### src/rtl/sa_pkg.sv
// Shared types and helpers for the systolic matrix-multiply engine.
package sa_pkg;

  typedef enum logic [2:0] {
    StIdle,
    StFeed,
    StFlush,
    StDrain,
    StDone
  } sa_state_e;

  localparam int unsigned DEFAULT_N    = 4;
  localparam int unsigned FLUSH_CYCLES = 2 * DEFAULT_N - 1;

  // Full-precision product width plus headroom for K_MAX accumulations.
  function automatic int unsigned acc_width(input int unsigned data_w, input int unsigned k_max);
    return 2 * data_w + $clog2(k_max);
  endfunction

  // Cycles for the last operand to cross the skew lines and the PE grid.
  function automatic int unsigned flush_cycles(input int unsigned n);
    return 2 * n - 1;
  endfunction

endpackage

### src/rtl/sa_pe.sv
// Output-stationary MAC processing element: accumulates a*b and forwards
// its operands right (a) and down (b) through one register each.
module sa_pe #(
  parameter int unsigned DATA_W = 8,
  parameter int unsigned ACC_W  = 22
) (
  input  logic              clk,
  input  logic              rst_n,
  input  logic              clr,
  input  logic              en,
  input  logic [DATA_W-1:0] in_a,
  input  logic [DATA_W-1:0] in_b,
  output logic [DATA_W-1:0] out_a,
  output logic [DATA_W-1:0] out_b,
  output logic [ACC_W-1:0]  acc
);

  logic [2*DATA_W-1:0] prod;
  logic [ACC_W-1:0]    acc_q;
  logic [DATA_W-1:0]   a_q;
  logic [DATA_W-1:0]   b_q;

  assign prod = {{DATA_W{1'b0}}, in_a} * {{DATA_W{1'b0}}, in_b};

  always_ff @(posedge clk or negedge rst_n) begin
    if (!rst_n) begin
      acc_q <= '0;
      a_q   <= '0;
      b_q   <= '0;
    end else begin
      a_q <= in_a;
      b_q <= in_b;
      if (clr) begin
        acc_q <= '0;
      end else if (en) begin
        acc_q <= acc_q + ACC_W'(prod);
      end
    end
  end

  assign out_a = a_q;
  assign out_b = b_q;
  assign acc   = acc_q;

endmodule

### src/rtl/sa_matmul_engine.sv
// N x N output-stationary systolic matrix multiplier: skewed k-slice input
// stream in, one result row per handshake out.
module sa_matmul_engine
  import sa_pkg::*;
#(
  parameter int unsigned N      = 4,
  parameter int unsigned DATA_W = 8,
  parameter int unsigned K_MAX  = 64,
  parameter int unsigned ACC_W  = acc_width(DATA_W, K_MAX)
) (
  input  logic                       clk,
  input  logic                       rst_n,
  input  logic                       start,
  input  logic [$clog2(K_MAX+1)-1:0] k_len,
  output logic                       busy,
  output logic                       done,
  input  logic                       in_valid,
  output logic                       in_ready,
  input  logic [N*DATA_W-1:0]        a_col,
  input  logic [N*DATA_W-1:0]        b_row,
  output logic                       out_valid,
  input  logic                       out_ready,
  output logic [N*ACC_W-1:0]         out_row,
  output logic [$clog2(N)-1:0]       out_row_idx
);

  localparam int unsigned KW      = $clog2(K_MAX + 1);
  localparam int unsigned RW      = $clog2(N);
  localparam int unsigned FLUSH_N = flush_cycles(N);
  localparam int unsigned FW      = $clog2(FLUSH_N + 1);

  localparam logic [KW-1:0] KMaxW     = KW'(K_MAX);
  localparam logic [FW-1:0] FlushLast = FW'(FLUSH_N - 1);
  localparam logic [RW-1:0] RowLast   = RW'(N - 1);

  sa_state_e     state_q, state_d;
  logic [KW-1:0] k_len_q, k_len_d;
  logic [KW-1:0] beat_q, beat_d;
  logic [FW-1:0] flush_q, flush_d;
  logic [RW-1:0] row_q, row_d;
  logic [KW-1:0] k_clamped;
  logic          start_acc;
  logic          beat_acc;
  logic          row_acc;
  logic          mac_en;

  assign k_clamped = (k_len > KMaxW) ? KMaxW : k_len;

  // ---------------------------------------------------------------------------
  // Sequencing FSM
  // ---------------------------------------------------------------------------
  always_comb begin
    state_d   = state_q;
    k_len_d   = k_len_q;
    beat_d    = beat_q;
    flush_d   = flush_q;
    row_d     = row_q;
    start_acc = 1'b0;
    unique case (state_q)
      StIdle: begin
        if (start) begin
          start_acc = 1'b1;
          k_len_d   = k_clamped;
          beat_d    = '0;
          flush_d   = '0;
          row_d     = '0;
          state_d   = (k_clamped == '0) ? StDrain : StFeed;
        end
      end
      StFeed: begin
        if (beat_acc) begin
          beat_d = beat_q + KW'(1);
          if (beat_q == k_len_q - KW'(1)) begin
            state_d = StFlush;
          end
        end
      end
      StFlush: begin
        flush_d = flush_q + FW'(1);
        if (flush_q == FlushLast) begin
          flush_d = '0;
          state_d = StDrain;
        end
      end
      StDrain: begin
        if (row_acc) begin
          row_d = row_q + RW'(1);
          if (row_q == RowLast) begin
            row_d   = '0;
            state_d = StDone;
          end
        end
      end
      StDone:  state_d = StIdle;
      default: state_d = StIdle;
    endcase
  end

  always_ff @(posedge clk or negedge rst_n) begin
    if (!rst_n) begin
      state_q <= StIdle;
      k_len_q <= '0;
      beat_q  <= '0;
      flush_q <= '0;
      row_q   <= '0;
    end else begin
      state_q <= state_d;
      k_len_q <= k_len_d;
      beat_q  <= beat_d;
      flush_q <= flush_d;
      row_q   <= row_d;
    end
  end

  assign busy        = (state_q != StIdle);
  assign done        = (state_q == StDone);
  assign in_ready    = (state_q == StFeed);
  assign out_valid   = (state_q == StDrain);
  assign beat_acc    = in_valid & in_ready;
  assign row_acc     = out_valid & out_ready;
  assign mac_en      = (state_q == StFeed) || (state_q == StFlush);
  assign out_row_idx = row_q;

  // ---------------------------------------------------------------------------
  // Input skew: lane i is delayed i cycles so PE(i,j) pairs A[i][k] with B[k][j]
  // ---------------------------------------------------------------------------
  logic [DATA_W-1:0] a_in   [N];
  logic [DATA_W-1:0] b_in   [N];
  logic [DATA_W-1:0] a_edge [N];
  logic [DATA_W-1:0] b_edge [N];

  for (genvar i = 0; i < N; i++) begin : g_skew
    // Idle cycles inject zeros, which leave every accumulator unchanged.
    assign a_in[i] = beat_acc ? a_col[i*DATA_W +: DATA_W] : '0;
    assign b_in[i] = beat_acc ? b_row[i*DATA_W +: DATA_W] : '0;

    if (i == 0) begin : g_direct
      assign a_edge[i] = a_in[i];
      assign b_edge[i] = b_in[i];
    end else begin : g_delay
      logic [DATA_W-1:0] a_dly_q [i];
      logic [DATA_W-1:0] b_dly_q [i];

      always_ff @(posedge clk or negedge rst_n) begin
        if (!rst_n) begin
          for (int d = 0; d < i; d++) begin
            a_dly_q[d] <= '0;
            b_dly_q[d] <= '0;
          end
        end else begin
          a_dly_q[0] <= a_in[i];
          b_dly_q[0] <= b_in[i];
          for (int d = 1; d < i; d++) begin
            a_dly_q[d] <= a_dly_q[d-1];
            b_dly_q[d] <= b_dly_q[d-1];
          end
        end
      end

      assign a_edge[i] = a_dly_q[i-1];
      assign b_edge[i] = b_dly_q[i-1];
    end
  end

  // ---------------------------------------------------------------------------
  // PE grid
  // ---------------------------------------------------------------------------
  logic [DATA_W-1:0] a_h      [N][N];
  logic [DATA_W-1:0] b_v      [N][N];
  logic [ACC_W-1:0]  acc_grid [N][N];

  for (genvar i = 0; i < N; i++) begin : g_edge
    assign a_h[i][0] = a_edge[i];
    assign b_v[0][i] = b_edge[i];
  end

  for (genvar i = 0; i < N; i++) begin : g_row
    for (genvar j = 0; j < N; j++) begin : g_col
      logic [DATA_W-1:0] fwd_a;
      logic [DATA_W-1:0] fwd_b;

      sa_pe #(
        .DATA_W(DATA_W),
        .ACC_W (ACC_W)
      ) u_pe (
        .clk  (clk),
        .rst_n(rst_n),
        .clr  (start_acc),
        .en   (mac_en),
        .in_a (a_h[i][j]),
        .in_b (b_v[i][j]),
        .out_a(fwd_a),
        .out_b(fwd_b),
        .acc  (acc_grid[i][j])
      );

      if (j < N - 1) begin : g_fwd_a
        assign a_h[i][j+1] = fwd_a;
      end else begin : g_end_a
        logic [DATA_W-1:0] unused_a;
        assign unused_a = fwd_a;
      end

      if (i < N - 1) begin : g_fwd_b
        assign b_v[i+1][j] = fwd_b;
      end else begin : g_end_b
        logic [DATA_W-1:0] unused_b;
        assign unused_b = fwd_b;
      end
    end
  end

  // Row mux; accumulators are frozen in DRAIN so the row holds during stalls.
  always_comb begin
    out_row = '0;
    if (out_valid) begin
      for (int j = 0; j < N; j++) begin
        out_row[j*ACC_W +: ACC_W] = acc_grid[row_q][j];
      end
    end
  end

endmodule

### config.mk
export PLATFORM = sky130hd
export DESIGN_NAME = sa_matmul_engine
export DESIGN_NICKNAME = d
export VERILOG_FILES = /design/src/rtl/sa_pkg.sv /design/src/rtl/sa_pe.sv /design/src/rtl/sa_matmul_engine.sv
export SDC_FILE = /design/constraint.sdc
export NUM_CORES = 2
export LEC_CHECK = 0
export CORE_MARGIN = 10
export CORE_UTILIZATION = 47
export CTS_BUF_LIST = sky130_fd_sc_hd__clkbuf_4 sky130_fd_sc_hd__clkbuf_8
export CTS_CLUSTER_SIZE = 20
export DETAILED_ROUTE_END_ITERATION = 16
export GPL_TIMING_DRIVEN = 0
export SYNTH_ARGS = -nofsm -noshare
export SYNTH_HDL_FRONTEND = slang
export SYNTH_SLANG_ARGS = --single-unit
### constraint.sdc
create_clock -name clk -period 12.33 [get_ports clk]
set_input_delay 1.233 -clock clk [delete_from_list [all_inputs] [get_ports clk]]
set_output_delay 1.233 -clock clk [all_outputs]
set_load 0.05 [all_outputs]
==> metrics.sh <==
CTS_MAX_LEVEL=3
STD_CELL_ROWS=136
SYNTH_CELL_TYPES=72
VIA_COUNT_OF_THE_FIRST_GLOBAL_ROUTING_PASS=51820
DIE-HEIGHT_MICRONS=393.3
PER_CELL_ROUTED_WIRE_LENGTH_MICRONS=23.35
CP_CELL_SEQUENCE='buf_2 > or2_2 > clkbuf_1 > nor2_1 > clkbuf_1 > clkbuf_1 > and3_1 > fa_1 > fa_1 > fa_1 > inv_1 > fa_1 > inv_1 > ha_1 > a211oi_1 > o211ai_1 > a31o_2 > a21oi_2 > o31ai_1 > o41ai_2 > o21ai_0 > a21oi_1'
HOLD_BUF_CTS=0
SYNTH_ENABLE_FLOP_CELLS=0
PLACE_HPWL_MM=167.7
CELLPOWERDENSITY_mW_PER_MM2=158.2
SEQUENTIAL_FRACTION_OF_DESIGN_POWER_PCT=30.2
POSTLAYOUTSETUPSLACKWORST_NS=4.838
STATIC-LEAKAGE-POWER_nW=37.14
DETAILEDROUTE.FIRSTPASSITERATIONCOUNT=6
POST-CTS-SETUP-BUFFER-COUNT=0
VDD_IR_DROP_MAX_uV=140.5
YOSYS.AREA.TOP_TYPE_SHARE_PCT=25.30
INITIAL_UTILIZATION_PCT=47.45
SWITCHING_SHARE_PCT=51.17
CRITICAL_PATH.TOP_DELAY_FAMILY='adder cells'
MAXSLEWHEADROOM_PCT=2.643
NET-SWITCHING-POWER_mW=5.871
GRT_ANTENNA_BEFORE_REPAIR=17
MAPPEDNETLISTAREA_SQ_MM=0.06548
TOTAL_OF_CELLS_RESIZED_AFTER_CLOCK_TREE_SYNTHESIS=0
NUMCTSBUFFERS=121
REPORT.FINAL.HOLD_VIOL_COUNT=0
GRT_MAX_DEGREE=122
MAX-CLOCK-PATH-BUFFERS=3
ACHIEVABLE-FREQUENCY_MHz=133.5
CLKSLEWWORSTSETUPHOLDPATHS_NS=0.07
PORT_BUFFERS=167
FINAL_NET_COUNT=8562
CTSROOTBUFFERMASTER='clkbuf_8'
STARTPOINT_TYPE='register'
DRT-TOTAL-WL_MM=210.1
GRT_OVERFLOW=0
P_COMB_SHARE_PCT=48.1
STATUS='completed'
SYNTH-SEQ-CELLS=662
YS_DOMINANT_REG_CELL='dfrtp_1'
DRT-INITIAL-DRC-COUNT=3643
YS_TOP_CELLS_BY_COUNT='inv_1, nand2_1, fa_1, dfrtp_1, ha_1'
SETUP_VIOLATIONS=0
YOSYSSEQAREASHARE_PCT=25.30
SYN_INST=6728
SYNTH.NET_COUNT=8263
CLOCK_POWER_SHARE_PCT=21.7
POST_ROUTE_CELLS_DRIVE_ABOVE_1_SHARE_PCT=5.317
CRITPATHARRIVALTIME_NS=8.24
PATH_DEPTH=22
FINAL.FILL_COUNT=12680
MAX_CAP_VIOL_COUNT=0
CP_NUM_BUF_INV=6
WORST_EP_REQUIRED_TIME_NS=13.08
FIN_WORST_SKEW_NS=0.05733
WIRE_LENGTH_OF_THE_FIRST_GLOBAL_ROUTING_PASS_MM=319.6
SLOWEST_STAGE='clkbuf_1'
YOSYS_WARNING_TOTAL=0
DP_SLACK_NS=4.115
CRITPATHMAXSTAGEDELAY_NS=0.94
POST_SYNTH.CELL_AREA_AVG_SQ_UM=9.733
SYNTHMOSTINSTANTIATEDCELL='inv_1'
FP.DIEAREA_SQ_MM=0.1546
DETAILROUTE.WIRELENGTH.MET2_MM=97.11
TIMING.FINAL.CRIT_SHARE_PCT=60.76
SYNTHDOMINANTAREACELLTYPE='dfrtp_1'
TIGHTESTPINTRANSITION_NS=1.460
GP_CONGESTION=0.9426
CLOCK_INSERTION_DELAY_WORST_SKEW_NS=0.87
COREAREA_SQ_MM=0.1380
STARTPOINT_TO_ENDPOINT_CLASS_OF_THE_CRITICAL_PATH='register to register'
ROUTED.TOP_LAYER='met4'
ROUTE.LAYER.MET1.WL_MM=85.87
SETUP_REPAIR_AFTER_GLOBAL_ROUTING_MISSED_ITS_MARGIN='false'
DR_WL_MET3_MM=13.97
SETUP-TNS-FINAL_NS=0
ANTENNA_VIOLATING_NETS_POST_ROUTE=0
FINALCRITICALPERIOD_NS=7.492
SYNTH-ASYNC-RESET-RATIO_PCT=100.0
DIE_W_MICRONS=393.3
AREAGROWTHSYNTHTOFINISH_PCT=10.80
MAXSLEWVIOLCOUNT=0
P_INT_mW=5.603
RATIO_OF_ROUTED_VIAS_TO_STANDARD_CELLS=5.524
WORST-PATH-MAX-FANOUT=10
CP-END-KIND='register'
CRITICAL-PATH-TOP-CELL-BY-COUNT='fa_1'
MULTIINPUTGATEAREA_SQ_MM=0.04340
TIMING.REG2REG.WORST_PATH_DEPTH=22
SYNTH_TOP_CELLS_BY_AREA='dfrtp_1, fa_1, ha_1, inv_1, and2_1'
HP_CLASS='input pin to asynchronous set/reset pin'
GRT_USAGE_PCT=27.59
IOS=170
TRITONCTS_NUM_SINKS=662
DR_TOTAL_VIAS=49710
FF_LATCH_AREA_SQ_MM=0.01657
DRCVIOLATIONCOUNT=0
TRITONCTS_CLOCK_TREE='done'
[worst paths after layout]
path	from	endpoint	slack [ns]
max	state_q[1]	g_row[0].g_col[0].u_pe.acc[20]	4.84
min	rst_n	g_row[3].g_col[3].u_pe.acc[15]	0.24
max reg2reg	state_q[1]	g_row[0].g_col[0].u_pe.acc[20]	4.84
min reg2reg	g_skew[3].g_delay.a_dly_q[8]	a_edge[0]	0.34
max in group asynchronous	rst_n	g_skew[1].g_delay.b_dly_q[2]	10.59
min in group clk	g_skew[3].g_delay.a_dly_q[8]	a_edge[0]	0.34
[metal layers]
layer  global-route usage [%]  vias to the layer above
li1                         -                    22100
met1                    35.65                    25600
met2                    44.59                     1594
met3                    4.827                      415
met4                    13.86                        0
met5                        0                        -
[layout by cell type (no fill, tap or decap), drive strengths merged, types with 105 or more instances in the layout]
| cell type | Yosys | routed |
|---|---|---|
| nor2 | 132 | 132 |
| xnor2 | 105 | 105 |
| a21oi | 195 | 195 |
| inv | 1299 | 1302 |
| o21ai | 319 | 319 |
| and2 | 605 | 605 |
| fa | 800 | 800 |
| xor2 | 112 | 112 |
| ha | 659 | 659 |
| nand2 | 863 | 863 |
| clkdlybuf4s50 | 0 | 166 |
| clkbuf | 127 | 309 |
| dfrtp | 662 | 662 |
[registers in the layout, summed over array words and instances (netlist names)]
signal                  count
a_edge                     16
flush_q                     3
g_row.g_col.u_pe.acc      352
k_len_q                     7
g_row.g_col.u_pe.out_b     96
g_skew.g_delay.b_dly_q     32
g_row.g_col.u_pe.out_a     96
state_q                     3
beat_q                      7
g_skew.g_delay.a_dly_q     32
b_edge                     16
out_row_idx                 2
[worst reg2reg max path, cell delays in order, from the launching register on]
cell and delay (ns):
dfrtp_1 0.35, buf_2 0.17, or2_2 0.28, clkbuf_1 0.15
nor2_1 0.47, clkbuf_1 0.53, clkbuf_1 0.94, and3_1 0.30
fa_1 0.44, fa_1 0.42, fa_1 0.52, inv_1 0.05
fa_1 0.48, inv_1 0.04, ha_1 0.32, a211oi_1 0.27
o211ai_1 0.18, a31o_2 0.28, a21oi_2 0.20, o31ai_1 0.16
o41ai_2 0.48, o21ai_0 0.18, a21oi_1 0.15
[stage by stage]
step | total power, mW | instance area (sq um) | util (%) | instances | hold WS, ns
after floorplan | 6.137 | 65480 | - | 6728 | 0.3312
after global placement | 8.845 | 69480 | 50.35 | 8758 | 0.3312
after detailed placement | 8.934 | 69710 | 50.52 | 8767 | 0.3347
after CTS | 11.46 | 72530 | 52.56 | 8991 | 0.1792
after global routing | 12.09 | 72530 | 52.56 | 8992 | 0.2217
final | 11.47 | 72550 | 52.57 | 8999 | 0.2440
[logic make-up after synthesis]
family,after synthesis,synth area share (%)
multiplexers,101,3.225
XOR/XNOR,217,2.903
AO/OA/AOI/OAI,950,9.155
flip-flops,662,25.30
AND/OR/NAND/NOR,1876,13.95
buffers and inverters,1463,8.423
adder cells (fa/ha/maj),1459,37.05
[area by class of cell]
class                      instances  area share [%]
inverter                        1300           6.726
multi-input combinational       4603           59.83
tap                             1863           3.213
timing repair buffer             176           2.596
buffer                           163          0.8968
clock buffer                     182           3.220
sequential                       662           22.83
antenna                            8         0.02759
clock inverter                    42          0.6622
[power groups by stage]
stage	logic, mW	clock network (mW)	registers, mW
detailed placement	5.44	0	3.50
finish	5.51	2.49	3.47
global placement	5.35	0	3.50
CTS	5.47	2.53	3.46
global route	5.98	2.62	3.50
floorplan	3.15	0	2.99
Power figures use the tool's default switching activity.
